==> src/rtl/hmmm_pkg.sv <==
// Shared widths and loader state encoding for the HMMM program loader.
package hmmm_pkg;

    localparam int unsigned WORD_W = 16;
    localparam int unsigned ADDR_W = 8;

    typedef enum logic [2:0] {
        ST_IDLE,
        ST_ADDR,
        ST_DATA,
        ST_BOOT,
        ST_RUN,
        ST_HALTED
    } loader_state_t;

endpackage

==> src/rtl/hmmm_io_fifo.sv <==
// Synchronous FIFO holding CPU read data; a push while full succeeds when a pop lands in the same cycle.
module hmmm_io_fifo #(
    parameter int unsigned WIDTH = 16,
    parameter int unsigned DEPTH = 4
) (
    input  logic                       clk,
    input  logic                       rst,
    input  logic                       i_push,
    input  logic [WIDTH-1:0]           i_data,
    input  logic                       i_pop,
    output logic [WIDTH-1:0]           o_head,
    output logic                       o_full,
    output logic                       o_empty,
    output logic [$clog2(DEPTH+1)-1:0] o_count
);

    localparam int unsigned PTR_W = (DEPTH > 1) ? $clog2(DEPTH) : 1;
    localparam int unsigned CNT_W = $clog2(DEPTH + 1);

    logic [WIDTH-1:0] r_mem [DEPTH];
    logic [PTR_W-1:0] r_wptr;
    logic [PTR_W-1:0] r_rptr;
    logic [CNT_W-1:0] r_count;

    logic w_full;
    logic w_empty;
    logic w_pop;
    logic w_push;

    assign w_full  = (r_count == CNT_W'(DEPTH));
    assign w_empty = (r_count == '0);
    assign w_pop   = i_pop && !w_empty;
    assign w_push  = i_push && (!w_full || w_pop);

    assign o_head  = r_mem[r_rptr];
    assign o_full  = w_full;
    assign o_empty = w_empty;
    assign o_count = r_count;

    always_ff @(posedge clk) begin
        if (w_push) begin
            r_mem[r_wptr] <= i_data;
        end
    end

    always_ff @(posedge clk) begin
        if (rst) begin
            r_wptr  <= '0;
            r_rptr  <= '0;
            r_count <= '0;
        end else begin
            if (w_push) begin
                r_wptr <= r_wptr + 1'b1;
            end
            if (w_pop) begin
                r_rptr <= r_rptr + 1'b1;
            end
            if (w_push && !w_pop) begin
                r_count <= r_count + 1'b1;
            end else if (w_pop && !w_push) begin
                r_count <= r_count - 1'b1;
            end
        end
    end

endmodule

==> src/rtl/hmmm_loader.sv <==
// Streams a program into the HMMM CPU via address/data strobes, boots it, then
// services its bus reads (from an input FIFO), writes and halt.
module hmmm_loader
    import hmmm_pkg::*;
#(
    parameter int unsigned MAX_WORDS  = 256,
    parameter int unsigned FIFO_DEPTH = 4
) (
    input  logic              clk,
    input  logic              rst,
    input  logic              start,
    input  logic              prog_valid,
    output logic              prog_ready,
    input  logic [WORD_W-1:0] prog_data,
    input  logic              prog_last,
    input  logic              in_valid,
    output logic              in_ready,
    input  logic [WORD_W-1:0] in_data,
    output logic              out_valid,
    output logic [WORD_W-1:0] out_data,
    output logic              cpu_rst,
    output logic              pgrm_addr,
    output logic              pgrm_data,
    output logic [WORD_W-1:0] bus_out,
    output logic              bus_oe,
    input  logic [WORD_W-1:0] bus_in,
    input  logic              read,
    input  logic              write,
    input  logic              halt,
    output logic              busy,
    output logic              done,
    output logic              err
);

    localparam logic [ADDR_W-1:0] LAST_ADDR = ADDR_W'(MAX_WORDS - 1);
    localparam int unsigned       CNT_W     = $clog2(FIFO_DEPTH + 1);

    loader_state_t     r_state;
    logic [ADDR_W-1:0] r_addr;
    logic [WORD_W-1:0] r_word;
    logic              r_last;
    logic              r_done;
    logic              r_err;
    logic              r_out_valid;
    logic [WORD_W-1:0] r_out_data;

    logic              w_prog_ready;
    logic              w_pgrm_addr;
    logic              w_pgrm_data;
    logic              w_bus_oe;
    logic [WORD_W-1:0] w_bus_out;
    logic              w_pop;
    logic              w_push;
    logic [WORD_W-1:0] w_fifo_head;
    logic              w_fifo_full;
    logic              w_fifo_empty;
    logic [CNT_W-1:0]  w_fifo_count;

    // in_ready also rises while full if a CPU read frees a slot this cycle
    assign in_ready = !w_fifo_full || w_pop;
    assign w_push   = in_valid && in_ready;

    hmmm_io_fifo #(
        .WIDTH(WORD_W),
        .DEPTH(FIFO_DEPTH)
    ) u_fifo (
        .clk     (clk),
        .rst     (rst),
        .i_push  (w_push),
        .i_data  (in_data),
        .i_pop   (w_pop),
        .o_head  (w_fifo_head),
        .o_full  (w_fifo_full),
        .o_empty (w_fifo_empty),
        .o_count (w_fifo_count)
    );

    always_comb begin
        w_prog_ready = 1'b0;
        w_pgrm_addr  = 1'b0;
        w_pgrm_data  = 1'b0;
        w_bus_oe     = 1'b0;
        w_bus_out    = '0;
        w_pop        = 1'b0;
        unique case (r_state)
            ST_ADDR: begin
                w_prog_ready = 1'b1;
                if (prog_valid) begin
                    w_pgrm_addr = 1'b1;
                    w_bus_oe    = 1'b1;
                    w_bus_out   = {{(WORD_W - ADDR_W){1'b0}}, r_addr};
                end
            end
            ST_DATA: begin
                w_pgrm_data = 1'b1;
                w_bus_oe    = 1'b1;
                w_bus_out   = r_word;
            end
            ST_RUN: begin
                if (!halt && read) begin
                    w_bus_oe  = 1'b1;
                    w_bus_out = w_fifo_empty ? '0 : w_fifo_head;
                    w_pop     = !w_fifo_empty;
                end
            end
            default: begin
            end
        endcase
    end

    always_ff @(posedge clk) begin
        if (rst) begin
            r_state     <= ST_IDLE;
            r_addr      <= '0;
            r_word      <= '0;
            r_last      <= 1'b0;
            r_done      <= 1'b0;
            r_err       <= 1'b0;
            r_out_valid <= 1'b0;
            r_out_data  <= '0;
        end else begin
            r_out_valid <= 1'b0;
            unique case (r_state)
                ST_IDLE, ST_HALTED: begin
                    if (start) begin
                        r_state <= ST_ADDR;
                        r_addr  <= '0;
                        r_done  <= 1'b0;
                        r_err   <= 1'b0;
                    end
                end
                ST_ADDR: begin
                    if (prog_valid) begin
                        r_word <= prog_data;
                        r_last <= prog_last;
                        if (!prog_last && r_addr == LAST_ADDR) begin
                            r_err   <= 1'b1;
                            r_state <= ST_IDLE;
                        end else begin
                            r_state <= ST_DATA;
                        end
                    end
                end
                ST_DATA: begin
                    if (r_addr != LAST_ADDR) begin
                        r_addr <= r_addr + 1'b1;
                    end
                    r_state <= r_last ? ST_BOOT : ST_ADDR;
                end
                ST_BOOT: begin
                    r_state <= ST_RUN;
                end
                ST_RUN: begin
                    if (halt) begin
                        r_state <= ST_HALTED;
                        r_done  <= 1'b1;
                    end else begin
                        if (read && w_fifo_count == '0) begin
                            r_err <= 1'b1;
                        end
                        if (write) begin
                            r_out_valid <= 1'b1;
                            r_out_data  <= bus_in;
                        end
                    end
                end
                default: begin
                    r_state <= ST_IDLE;
                end
            endcase
        end
    end

    assign prog_ready = w_prog_ready;
    assign pgrm_addr  = w_pgrm_addr;
    assign pgrm_data  = w_pgrm_data;
    assign bus_oe     = w_bus_oe;
    assign bus_out    = w_bus_out;
    assign out_valid  = r_out_valid;
    assign out_data   = r_out_data;
    assign cpu_rst    = (r_state == ST_IDLE) || (r_state == ST_BOOT);
    assign busy       = (r_state == ST_ADDR) || (r_state == ST_DATA) ||
                        (r_state == ST_BOOT) || (r_state == ST_RUN);
    assign done       = r_done;
    assign err        = r_err;

endmodule
==> config.mk <==
export PLATFORM = sky130hd
export DESIGN_NAME = hmmm_loader
export DESIGN_NICKNAME = d
export VERILOG_FILES = /design/src/rtl/hmmm_pkg.sv /design/src/rtl/hmmm_io_fifo.sv /design/src/rtl/hmmm_loader.sv
export SDC_FILE = /design/constraint.sdc
export NUM_CORES = 1
export LEC_CHECK = 0
export ABC_AREA = 1
export BUFFER_PORTS_ARGS = -buffer_cell sky130_fd_sc_hd__buf_2
export CAP_MARGIN = 20
export CELL_PAD_IN_SITES_DETAIL_PLACEMENT = 0
export CELL_PAD_IN_SITES_GLOBAL_PLACEMENT = 1
export CORE_MARGIN = 1
export CORE_UTILIZATION = 45
export DETAILED_ROUTE_END_ITERATION = 10
export PLACE_DENSITY_LB_ADDON = 0.1
export SYNTH_ARGS = -nofsm -noshare
export SYNTH_HDL_FRONTEND = slang
export SYNTH_SLANG_ARGS = --single-unit
==> constraint.sdc <==
create_clock -name clk -period 3.8 [get_ports clk]
set_input_delay 0.38 -clock clk [delete_from_list [all_inputs] [get_ports clk]]
set_output_delay 0.38 -clock clk [all_outputs]
set_load 0.02 [all_outputs]
=== Word-level counts from Yosys, hierarchy flattened ===
Memories as Yosys holds them, arrays and structs flattened. A register that Yosys moved wholly into a read port is not among the register bits.
Cells that the tools add are included.

* Bits in writable memories: 64
* Output and inout port bits: 42
* Memories kept: 1
* Register bits: 54
* Word-level logic and storage cells: 104

{| class="wikitable"
|+ Memory list
! memory !! depth !! width !! rd ports !! clocked after memory_dff !! wr ports !! line !! source
|-
| u_fifo.r_mem || 4 || 16 || 1 || 1 || 1 || hmmm_io_fifo.sv:20 || <nowiki>logic [WIDTH-1:0] r_mem [DEPTH];</nowiki>
|}

* Reductions and logical operators: 34
* Mux-type cells: 36
* Bitwise gates (word level): 2
* Add/sub/neg operators: 5
* Equal/unequal tests: 15

{| class="wikitable"
|+ Operators with widths
! operator !! number
|-
| 16-bit case mux with 3 select lines || 1
|-
| 16-bit 2-to-1 mux || 2
|-
| 8-bit 2-to-1 mux || 3
|-
| 1-bit 2-to-1 mux || 16
|-
| 8-bit case mux with 2 select lines || 1
|-
| 3-bit 2-to-1 mux || 5
|-
| 3-bit case mux with 5 select lines || 1
|-
| 2-bit != test (second input constant) || 7
|-
| 3-bit AND reduction || 4
|-
| 3-bit equality test (second input constant) || 3
|-
| 8-bit by 1-bit adder with 8-bit output (second input constant) || 1
|-
| 8-bit equality test (second input constant) || 1
|-
| 1-bit logical AND || 8
|-
| 2-bit 2-to-1 mux || 4
|-
| 8-bit != test (second input constant) || 1
|-
| 3-bit by 2-bit equality test with 1-bit output (second input constant) || 2
|-
| 1-bit logical NOT || 6
|-
| 3-bit logical NOT || 2
|-
| 1-bit logical OR || 6
|-
| 1-bit case mux with 3 select lines || 2
|-
| 6-bit AND reduction || 1
|-
| 2-bit nonzero test || 3
|-
| 2-bit by 1-bit adder with 2-bit output (second input constant) || 2
|-
| 3-bit by 1-bit adder with 3-bit output (second input constant) || 1
|-
| 8 further kinds || 9
|}

=== Depth between registers and ports, before layout ===
* Depth in word-level cells: 11
* Gate-level depth with buffers: 11

=== Hierarchy ===
Synthesis repeated with hierarchy kept, for this count alone.

* Cell total of the unflattened synthesis: 539
* Area total of the unflattened synthesis: 5186.2 um^2

{| class="wikitable"
|+ By module, submodules not included
! module !! times used !! area each (um^2) !! cells an instance !! sequential area each (um^2)
|-
| hmmm_io_fifo || 1 || 2870.3 || 226 || 2102.0
|-
| hmmm_loader || 1 || 2316.0 || 313 || 940.9
|}

=== Worst setup path before layout ===
OpenSTA, ideal clock, no wires.

* Path type: input port to flip-flop
* Start point: input halt
* End point: memory u_fifo.r_mem[0][0], enable pin
* Setup time: 0.389 ns
* Data arrival time: 1.686 ns
* Stages: 5
* Setup slack: 1.726 ns
* Data required time: 3.411 ns
* Cells stage by stage: inv_1 -> nand4_1 -> a21boi_2 -> inv_1 -> nor2_1

* Cells in the longest elaborated chain, start to end: 9

{| class="wikitable"
|+ Ends and longest elaborated chain
! what !! line !! source
|-
| start, declared || hmmm_loader.sv:29 || <nowiki>input logic halt,</nowiki>
|-
| 1-bit logical NOT (*) || hmmm_loader.sv:100 || <nowiki>if (!halt && read) begin</nowiki>
|-
| 1-bit logical AND (*) || hmmm_loader.sv:100 ||
|-
| 1-bit 2-to-1 mux (*) || hmmm_loader.sv:100 ||
|-
| 1-bit 2-to-1 mux (*) || hmmm_loader.sv:85 || <nowiki>unique case (r_state)</nowiki>
|-
| 1-bit logical OR / 1-bit logical AND (equally long branches) || hmmm_loader.sv:60, hmmm_io_fifo.sv:32 ||
|-
| 1-bit logical AND / 1-bit logical OR (equally long branches) || hmmm_loader.sv:61, hmmm_io_fifo.sv:33 ||
|-
| 1-bit logical AND (*) || hmmm_io_fifo.sv:33 || <nowiki>assign w_push = i_push && (!w_full || w_pop);</nowiki>
|-
| named net u_fifo.w_push || hmmm_io_fifo.sv:28 || <nowiki>logic w_push;</nowiki>
|-
| 1-bit 2-to-1 mux (*) || hmmm_io_fifo.sv:41 || <nowiki>if (w_push) begin</nowiki>
|-
| 1-bit 2-to-1 mux (implied by the code) (*) || hmmm_io_fifo.sv:42 || <nowiki>r_mem[r_wptr] <= i_data;</nowiki>
|-
| end, declared || hmmm_io_fifo.sv:20 ||
|}

Mark *: on every way through the listed nets, which the timed path passes. The rest lies on a longest branch.

==> metrics.yaml <==
clock_tree:
  clk_latency_ps: 410
  clockBufferDepth: 2
  cts_setup_buffers: 0
  htreeDepth: 4
  numCtsBuffers: 17
  clk_pin_slew_ps: 50
  holdBufCountCts: 0
  root_buffer: "clkbuf_16"
  cts_tree: "yes"
  cts_resized: 0
  numClockSinks: 120
worst_setup_path:
  rrSetupSlack_ps: 1570
  slowest_stage: "inv_1"
  crit_fanout: 33
  reg2reg_from: "r_state[2]"
  endpoint_kind: "output pin"
  cpPeakStageDelay_ps: 710
  r2r_cells: 9
  rr_endpoint: "u_fifo.o_count[2]"
  critPathKind: "flip-flop to output pin"
  cpLargestDelayFamily: "buffers and inverters"
  crit_arrival_ps: 2440
  cp-start-kind: "flip-flop"
  cp_num_buf_inv: 3
  cp_num_cells: 7
  required_ps: 3420
  crit_chain: "buf_4 > inv_1 > o21ai_0 > o22ai_1 > nand2_1 > o211ai_1 > buf_2"
synth:
  synth_top_family_by_area: "simple AND/OR/NAND/NOR gates"
  synth-main-ff-cell: "edfxtp_1"
  mappedNetlistArea_um2: 5140
  ys.warnings.count: 0
  synth_compound_gate_area_share_pct: 13.7
  synth_xor_area_share_pct: 0.171
  ys_async_sr_fraction_pct: 0
  ys_seq_elements: 120
  synth.area.top_cells: "edfxtp_1 37%, dfxtp_1 22%, nor2_1 10%"
  syn_avg_cell_area_um2: 9.30
  synth_top_area_share_pct: 37.4
  synthMuxAreaShare_pct: 0
  synth-edff-count: 64
  syn-num-nets: 616
  yosys.area.top_type: "edfxtp_1"
  synth_fa_ha_area_share_pct: 1.85
  ys_types: 36
  synthSimpleGateAreaFrac_pct: 19.5
  yosysSeqAreaShare_pct: 59.2
  synthCells: 552
floorplan:
  pin_count: 99
  dieArea_um2: 11800
  rows: 38
  start_util_pct: 46.8
  die_y_um: 109
  fp.coreArea_um2: 11000
  die_x_um: 109
global_route:
  grt_max_degree: 34
  top_usage_layer: "met2"
  met2_usage_pct: 35.0
  overflow: 0
  grt_antenna_before_repair: 1
  grt_pass1_vias: 3929
  grt_use_met1_pct: 26.5
  grt_pass1_wl_mm: 19.0
  grt_use_total_pct: 21.6
  met3_usage_pct: 5.68
route:
  wl_mm: 11.9
  dr.pass1.iters: 4
  via_per_inst: 5.17
  drt_iter0_drc: 219
  antenna_left: 0
  wl_per_cell_um: 14.7
  drc: 0
  vias: 4165
timing:
  setup_violations: 0
  fmax_mhz: 355
  fin_tns_setup_ps: 0
  drv_slew: 0
  holdWs_ps: 182
  skew_ps: 9.56
  fin_crit_sh_pct: 74.2
  hold_violations: 0
  rsz0062_at_grt: "no"
  layout_min_cycle_time_ps: 2820
  max_slew.worst_pin.slew_ps: 918
  slew_headroom_pct: 38.7
layout:
  fillers: 988
  area.growth.synth_to_final_pct: 23.5
  drive_above_1_share_pct: 23.9
  final_util_pct: 57.8
  fin_nets: 716
worst_hold_path:
  whs_path_depth: 1
  whs_endpoint: "u_fifo.r_mem[3][10]"
  hp-class: "input port to flip-flop"
  hp-start: "in_data[10]"
power:
  ir_worst_vdd_mv: 0.319
  p_leak_nw: 2.55
  pwr_density_cell_nw_per_um2: 654
placement:
  dp_hpwl_mm: 7.86
  place_congestion: 0.804
  port-buffer-count: 98
status:
  status: "finished clean"
job:
  drv_cap: 0
[sequential cells by signal, indices dropped and copies added (netlist names), named ones only]
signal          cells
u_fifo.r_mem       64
out_data           16
r_word             16
r_addr              8
r_state             3
u_fifo.o_count      3
u_fifo.r_rptr       2
u_fifo.r_wptr       2
done                1
err                 1
out_valid           1
r_last              1
[cell usage after synthesis, types with 8 or more instances]
cell type / n
a21oi_1: 15
o21ai_0: 84
nor2_1: 137
clkbuf_1: 11
nand2_1: 65
nand3_1: 12
edfxtp_1: 64
dfxtp_1: 56
nor2_2: 8
inv_1: 27
a22o_1: 8
[worst max path at each step]
stage,start,endpoint,slack [ps]
after global routing,flip-flop,bus_out[6],790
after global placement,halt,u_fifo.o_count[2],1490
after detailed placement,flip-flop,bus_out[7],1480
after CTS,flip-flop,bus_out[3],990
after floorplan,halt,u_fifo.r_mem[0][0],1730
final,flip-flop,bus_out[3],980
[final cells by class]
type                       count  area [µm²]  area share, %
clock inverter                 9         174           2.74
antenna                        1        2.50         0.0394
clock buffer                  23         458           7.22
inverter                      35         145           2.29
tap                          140         175           2.76
sequential                   120        3040           48.0
multi-input combinational    374        1810           28.6
timing repair buffer         104         536           8.44
[routing by layer]
layer  routed length (µm)  share of wire [%]  vias up
li1                     -                  -     2075
met1                 5260                 44     1957
met2                 5710                 48      111
met3                  635                5.3       22
met4                  277                2.3        0
met5                    0                  0        -
[cell families after synthesis]
group	Yosys count
AO/OA/AOI/OAI	128
XOR/XNOR	1
adder cells (fa/ha/maj)	7
buffers and inverters	58
flip-flops	120
AND/OR/NAND/NOR	238
[per-stage QoR]
stage / worst slack, ps / cells / total power, W / area, µm²
3_5_place_dp: 1480 / 773 / 0.00246 / 5710
5_1_grt: 787 / 806 / 0.00435 / 6340
2_1_floorplan: 1730 / 552 / 0.00224 / 5140
4_1_cts: 989 / 805 / 0.00418 / 6340
3_3_place_gp: 1490 / 773 / 0.00245 / 5710
6_report: 981 / 806 / 0.00415 / 6340
[placed cells by master (no fill, tap or decap), types with 2 or more instances in the layout]
cell type / n
nand3_2: 2
nor2_2: 8
buf_4: 6
nand3_1: 12
o21ai_1: 5
inv_2: 3
clkbuf_1: 5
nand4_1: 2
o211ai_1: 7
o21ai_0: 84
buf_2: 98
ha_1: 6
inv_1: 27
nand2_1: 65
a22o_1: 8
nor2_4: 2
nor2_1: 137
edfxtp_1: 64
inv_4: 3
clkbuf_16: 17
dfxtp_1: 56
clkinv_2: 2
a21oi_1: 15
bufinv_16: 5
nand2_2: 5
o22ai_1: 7
clkinvlp_4: 2
[where the power goes]
part / internal [W] / total, W / switching (W)
registers: 0.00152 / 0.00161 / 0.0000910
clock network: 0.00118 / 0.00172 / 0.000538
logic: 0.000265 / 0.000821 / 0.000556
(Power assumes the default switching activity.)
